==> config.mk <==
export PLATFORM = sky130hd
export DESIGN_NAME = vga_pattern_gen
export DESIGN_NICKNAME = d
export VERILOG_FILES = /design/src/rtl/vga_pattern_gen.sv
export SDC_FILE = /design/constraint.sdc
export NUM_CORES = 1
export LEC_CHECK = 0
export ABC_CLOCK_PERIOD_IN_PS = 5900
export CAP_MARGIN = 10
export CORE_MARGIN = 2
export CORE_UTILIZATION = 40
export DETAILED_ROUTE_END_ITERATION = 12
export MAX_ROUTING_LAYER = met4
export SYNTH_ARGS = -nofsm -noshare
export SYNTH_HDL_FRONTEND = slang
export SYNTH_SLANG_ARGS = --single-unit
==> constraint.sdc <==
create_clock -name CLOCK_50 -period 5.9 [get_ports CLOCK_50]
set_input_delay 0.59 -clock CLOCK_50 [delete_from_list [all_inputs] [get_ports CLOCK_50]]
set_output_delay 0.59 -clock CLOCK_50 [all_outputs]
set_load 0.02 [all_outputs]
==> src/rtl/vga_pattern_gen.sv <==
// vga_pattern_gen: VGA timing generator with selectable test patterns
// (solid colour, colour bars, checkerboard, grid).
// Optional feature: define VGA_PATTERN_SCROLL_EN to make the checkerboard
// scroll horizontally by one pixel per frame.
module vga_pattern_gen #(
  parameter int unsigned H_ACTIVE   = 640,
  parameter int unsigned H_FP       = 16,
  parameter int unsigned H_SYNC     = 96,
  parameter int unsigned H_BP       = 48,
  parameter int unsigned V_ACTIVE   = 480,
  parameter int unsigned V_FP       = 10,
  parameter int unsigned V_SYNC     = 2,
  parameter int unsigned V_BP       = 33,
  parameter bit          HS_POL     = 1'b0,
  parameter bit          VS_POL     = 1'b0,
  parameter int unsigned COLOR_BITS = 4,
  parameter int unsigned CLK_DIV    = 2,
  localparam int unsigned HT = H_ACTIVE + H_FP + H_SYNC + H_BP,
  localparam int unsigned VT = V_ACTIVE + V_FP + V_SYNC + V_BP,
  localparam int unsigned HW = $clog2(HT),
  localparam int unsigned VW = $clog2(VT),
  localparam int unsigned CW = 3 * COLOR_BITS
) (
  input  logic                  CLOCK_50,
  input  logic                  RESET,
  input  logic [1:0]            MODE,
  input  logic [CW-1:0]         FG_COLOR,
  output logic [COLOR_BITS-1:0] VGA_RED,
  output logic [COLOR_BITS-1:0] VGA_GREEN,
  output logic [COLOR_BITS-1:0] VGA_BLUE,
  output logic                  VGA_HS,
  output logic                  VGA_VS,
  output logic                  VGA_DE,
  output logic [HW-1:0]         PIX_X,
  output logic [VW-1:0]         PIX_Y,
  output logic                  FRAME_START
);

  localparam int unsigned DW = (CLK_DIV > 1) ? $clog2(CLK_DIV) : 1;
  localparam logic [DW-1:0] DIV_LAST = DW'(CLK_DIV - 1);
  localparam logic [HW-1:0] H_LAST   = HW'(HT - 1);
  localparam logic [VW-1:0] V_LAST   = VW'(VT - 1);
  localparam logic [COLOR_BITS-1:0] ONES = '1;

  logic [DW-1:0]         div_cnt;
  logic                  pix_en;
  logic [HW-1:0]         h_cnt;
  logic [VW-1:0]         v_cnt;
  logic [1:0]            mode_q;
  logic [CW-1:0]         fg_q;
  logic                  frame_origin;
  logic                  check_h;
  logic                  check_v;
  logic [1:0]            cur_mode;
  logic [CW-1:0]         cur_fg;
  logic                  active;
  logic                  hs_on;
  logic                  vs_on;
  logic                  grid;
  logic [2:0]            bar_col;
  logic [COLOR_BITS-1:0] red_c;
  logic [COLOR_BITS-1:0] green_c;
  logic [COLOR_BITS-1:0] blue_c;

  assign pix_en       = (div_cnt == DIV_LAST);
  assign frame_origin = (h_cnt == '0) && (v_cnt == '0);
  assign check_v      = 1'(32'(v_cnt) >> 3);

  // Pixel clock divider: one enable every CLK_DIV clocks.
  always_ff @(posedge CLOCK_50) begin
    if (RESET || pix_en) div_cnt <= '0;
    else                 div_cnt <= div_cnt + DW'(1);
  end

  // Horizontal and vertical position counters.
  always_ff @(posedge CLOCK_50) begin
    if (RESET) begin
      h_cnt <= '0;
      v_cnt <= '0;
    end else if (pix_en) begin
      if (h_cnt == H_LAST) begin
        h_cnt <= '0;
        v_cnt <= (v_cnt == V_LAST) ? '0 : v_cnt + VW'(1);
      end else begin
        h_cnt <= h_cnt + HW'(1);
      end
    end
  end

`ifdef VGA_PATTERN_SCROLL_EN
  logic [7:0] frame_cnt;

  // Frame counter driving the checkerboard scroll offset.
  always_ff @(posedge CLOCK_50) begin
    if (RESET) frame_cnt <= '0;
    else if (pix_en && h_cnt == H_LAST && v_cnt == V_LAST) frame_cnt <= frame_cnt + 8'd1;
  end

  assign check_h = 1'((32'(h_cnt) + 32'(frame_cnt)) >> 3);
`else
  assign check_h = 1'(32'(h_cnt) >> 3);
`endif

  // Pattern settings are captured at the frame origin so a frame never tears.
  always_ff @(posedge CLOCK_50) begin
    if (RESET) begin
      mode_q <= '0;
      fg_q   <= '0;
    end else if (pix_en && frame_origin) begin
      mode_q <= MODE;
      fg_q   <= FG_COLOR;
    end
  end

  // Pixel colour and sync decode for the current counter position.
  always_comb begin
    red_c    = '0;
    green_c  = '0;
    blue_c   = '0;
    cur_mode = frame_origin ? MODE : mode_q;
    cur_fg   = frame_origin ? FG_COLOR : fg_q;
    active   = (32'(h_cnt) < H_ACTIVE) && (32'(v_cnt) < V_ACTIVE);
    hs_on    = (32'(h_cnt) >= H_ACTIVE + H_FP) && (32'(h_cnt) < H_ACTIVE + H_FP + H_SYNC);
    vs_on    = (32'(v_cnt) >= V_ACTIVE + V_FP) && (32'(v_cnt) < V_ACTIVE + V_FP + V_SYNC);
    bar_col  = 3'd7 - 3'((32'(h_cnt) * 32'd8) / H_ACTIVE);
    grid     = (4'(h_cnt) == 4'd0) || (4'(v_cnt) == 4'd0) ||
               (32'(h_cnt) == H_ACTIVE - 1) || (32'(v_cnt) == V_ACTIVE - 1);
    if (active) begin
      case (cur_mode)
        2'd0: {red_c, green_c, blue_c} = cur_fg;
        2'd1: begin
          red_c   = bar_col[2] ? ONES : '0;
          green_c = bar_col[1] ? ONES : '0;
          blue_c  = bar_col[0] ? ONES : '0;
        end
        2'd2: if (!(check_h ^ check_v)) {red_c, green_c, blue_c} = cur_fg;
        default: if (grid) {red_c, green_c, blue_c} = {ONES, ONES, ONES};
      endcase
    end
  end

  // Registered video outputs, one pixel behind the counters.
  always_ff @(posedge CLOCK_50) begin
    if (RESET) begin
      VGA_RED     <= '0;
      VGA_GREEN   <= '0;
      VGA_BLUE    <= '0;
      VGA_HS      <= ~HS_POL;
      VGA_VS      <= ~VS_POL;
      VGA_DE      <= 1'b0;
      PIX_X       <= '0;
      PIX_Y       <= '0;
      FRAME_START <= 1'b0;
    end else begin
      FRAME_START <= 1'b0;
      if (pix_en) begin
        VGA_RED     <= red_c;
        VGA_GREEN   <= green_c;
        VGA_BLUE    <= blue_c;
        VGA_HS      <= hs_on ? HS_POL : ~HS_POL;
        VGA_VS      <= vs_on ? VS_POL : ~VS_POL;
        VGA_DE      <= active;
        PIX_X       <= h_cnt;
        PIX_Y       <= v_cnt;
        FRAME_START <= frame_origin;
      end
    end
  end

endmodule

==> results by stage <==
STA:
- Based on the critical path, the design can be clocked at up to 256 MHz.
- Setup violations remaining at the end of the flow were counted as 0.
- For the pin with the worst max-slew slack, the measured transition is 841 ps.
- On the final layout, the worst clock skew is 11.0 ps.
- The worst pin sits at a relative slew slack of 0.439.
- The number of max-slew violations in the final report came to 0.
- Setup slack closes at 1990 ps.
- The worst hold slack is 448 ps.
- Setup repair after global routing left no endpoint under its margin.
- The minimum period implied by the final worst setup slack is 3910 ps.
- The setup TNS is 0 ps.
- The final hold violation count is 0.
- In the finished design, the share of the clock period the worst path needs comes to 0.663.

Power and ir drop:
- The leakage power figure is 1.78 nW.
- The power per cell area is 217 nW/um^2.
- The worst ir drop on vdd is 0.128 mV.
- Overall power consumption after layout is estimated at 1.04 mW.

Routing:
- The final route contains 3725 vias.
- The routed design has 11100 um of wire.
- The post-route DRC violation count is 0.
- The count of routing violations after the opening detailed-route iteration is 239.
- The average routed wire per standard cell is 16.8 um.
- The via count normalized by instance count is 5.63.
- The pre-antenna-repair detailed-routing pass consisted of 5 iterations.
- The detail route stage leaves a number of antenna-violating nets equal to 0.

Global route:
- The number of antenna violations at the first check in global routing is 0.
- The overall overflow remaining after global route is 0.
- The pin count of the biggest net entering global routing is 50.
- The global routing usage summed across all routing layers is 0.206.
- The first-pass GRT wire length is 18100 um.
- The number of global-route vias before repair was 3509.

Place:
- The HPWL after detailed placement is 7940 um.
- Buffers placed on the I/O ports in this run total 51.
- The setup slack after placement is 1850 ps.
- The congestion estimate from routability-driven global placement came to 0.884.

Critical path:
- The kind of cell with the highest combined delay along the critical path is simple AND/OR/NAND/NOR gates.
- STA puts the critical path data arrival time at 4170 ps.
- STA classifies the critical path startpoint as a flop.
- Counting both buffers and inverters, the worst setup path holds a total of 1.
- The delay contributed by the slowest stage of the critical path is 790 ps.
- At the worst endpoint, the required time is 6160 ps.
- The critical path goes through inv_1, ha_1, or4b_1, nor3_1, and4_1, mux2i_1, nand3_1, a311o_1, a221oi_2, nand4_2, a22oi_1.
- The maximum fanout encountered on the critical timing path is 16.
- The critical path in this run is classified as reg -> reg.
- The capturing element type of the critical path is a flop.
- Among all stages on the critical path, the largest delay is contributed by and4_1.

Floorplanning:
- The die area is 10900 um^2.
- The initial core utilization is 0.412.
- The die is 105 um wide.
- The number of rows in the core area is 36.
- The area of the placeable core is 9820 um^2.
- The die extent in y is 105 um.
- The number of top-level pins is 52.

Clock network:
- Clock-pin slew was measured on the worst setup and hold paths at 80 ps.
- Buffers added to address setup during post-CTS repair amount to 0.
- The clock passes through at most 2 buffers.
- Buffers inserted to repair hold after CTS numbered 0.
- The number of clock buffers inserted by TritonCTS is 9.
- Gates resized during post-CTS repair numbered 0.
- The cell at the root of the clock tree is clkbuf_8.
- The clock latency on the worst-skew pair is 340 ps.
- TritonCTS built the clock tree.
- The level count of the clock H-tree is 3.
- The number of clock sinks is 71.

Synth:
- The synthesized design contains 71 register bits.
- Among all flip-flop cells after synthesis, the most frequent one is dfxtp_1.
- The share of synthesized area occupied by flip-flops and latches is 0.351.
- The cell area after synthesis is 4050 um^2.
- In this run the mean area of a mapped cell was 8.30 um^2.
- Synthesis handed over a netlist of 488 instances.
- The Yosys warning count is 0.
- The async set-or-reset flop fraction in the synthesized netlist is 0.
- The post-synthesis cell type with the largest combined area is dfxtp_1.
- In this run, synthesis inferred 0 flip-flops with an integrated enable.
- In this run, distinct cell masters in the synthesized netlist total 75.
- The top cell type's share of synthesized area is 0.351.
- Ranked by total cell area, the synthesized netlist is headed by dfxtp_1 (35%), mux2i_1 (9.1%), nor2_1 (6.1%).
- The net count after synthesis is 510.

Worst hold path:
- The class of the tightest hold or removal check is reg -> reg.

Cells and area:
- The number of antenna diodes in the final layout is 0.
- For this run, the share of the core covered by cells in the final layout is 0.489.
- The fraction of layout instances using a drive strength above 1 is 0.0794.
- The synthesis-to-layout area growth is 18.6%.
- After the last flow step, the layout net total stands at 546.

Run status:
- The run finished with clean final reports.

Flow run:
- The tool flagged a number of max-cap violations equal to 0.
[power by group]
part           internal (mW)  switching, mW  leakage (nW)
logic                 0.0754         0.0982          1.12
clock network          0.166          0.197        0.0891
registers              0.497         0.0104         0.576
[worst register-to-register path: stages (launching register included)]
cell and delay, ps:
dfxtp_1 370, inv_1 100, ha_1 170, or4b_1 440, nor3_1 210, and4_1 790, mux2i_1 670, nand3_1 160
a311o_1 370, a221oi_2 200, nand4_2 160, a22oi_1 200
[area by class of cell]
type	instances	area, um^2
Clock buffer	10	138
Clock inverter	6	42.5
Fill cell	1008	5020
Inverter	11	41.3
Multi-Input combinational cell	376	2450
Sequential cell	71	1420
Tap cell	133	166
Timing Repair Buffer	55	541
[layer usage]
metal | routed length (um) | up-vias | global-route usage
met4 | 157 | 0 | 0.0590
met3 | 472 | 16 | 0.0337
met5 | 0 | - | -
met2 | 5170 | 97 | 0.320
met1 | 5300 | 1779 | 0.279
li1 | - | 1833 | -
[worst paths after layout]
kind                                         startpoint                        to  slack, ps  depth (start not counted)
worst max-delay path              v_cnt[1]$_SDFFE_PP0P_  VGA_BLUE[3]$_SDFFE_PP0P_       1990                         11
worst min-delay path            VGA_RED[2]$_SDFFE_PP0P_   VGA_RED[2]$_SDFFE_PP0P_        450                          2
worst max register to register    v_cnt[1]$_SDFFE_PP0P_  VGA_BLUE[3]$_SDFFE_PP0P_       1990                         11
worst min register to register  VGA_RED[2]$_SDFFE_PP0P_   VGA_RED[2]$_SDFFE_PP0P_        450                          2
[cells in the mapped netlist, drive strengths merged, types with 5 or more instances]
library cell / number
dfxtp: 71
nor2: 66
nand2: 62
mux2i: 37
a21oi: 31
o21ai: 21
clkbuf: 18
nand4: 16
nand3: 13
buf: 12
inv: 11
xor2: 10
xnor2: 9
nor4: 8
ha: 6
nor3: 6
o21a: 6
a22oi: 5
[state kept, by name, summed over array words and instances (netlist names)]
signal and flops:
FRAME_START 1, PIX_X 10, PIX_Y 10, VGA_BLUE 4
VGA_DE 1, VGA_GREEN 4, VGA_HS 1, VGA_RED 4
VGA_VS 1, div_cnt 1, fg_q 12, h_cnt 10
mode_q 2, v_cnt 10
[cell families (layout without fill, tap and decap cells)]
logic type                 after synthesis  count (layout)  synth area share
AOI/OAI and AO/OA                      106             106             0.193
adders and majority gates                6               6            0.0185
and+or+nand+nor                        207             207             0.259
buffers and inverters                   41              82            0.0436
xor gates and xnor gates                19              19            0.0411
DFF                                     71              71             0.351
muxes                                   38              38            0.0943
[cell usage in the layout (no fill, tap or decap), types with 11 or more instances in the layout]
cell / netlist / routed
nand4_1: 15 / 15
clkdlybuf4s50_1: 0 / 51
nand3_1: 12 / 12
a21oi_1: 31 / 31
nor2_1: 66 / 66
o21ai_0: 13 / 13
nand2_1: 62 / 62
inv_1: 11 / 11
dfxtp_1: 71 / 71
mux2i_1: 37 / 37
[stage by stage]
stage          area, um^2  cells
6_report             4800    662
5_1_grt              4800    662
4_1_cts              4790    661
3_5_place_dp         4610    645
3_3_place_gp         4610    645
2_1_floorplan        4050    488
No activity file was read; power rests on OpenSTA's default activity.
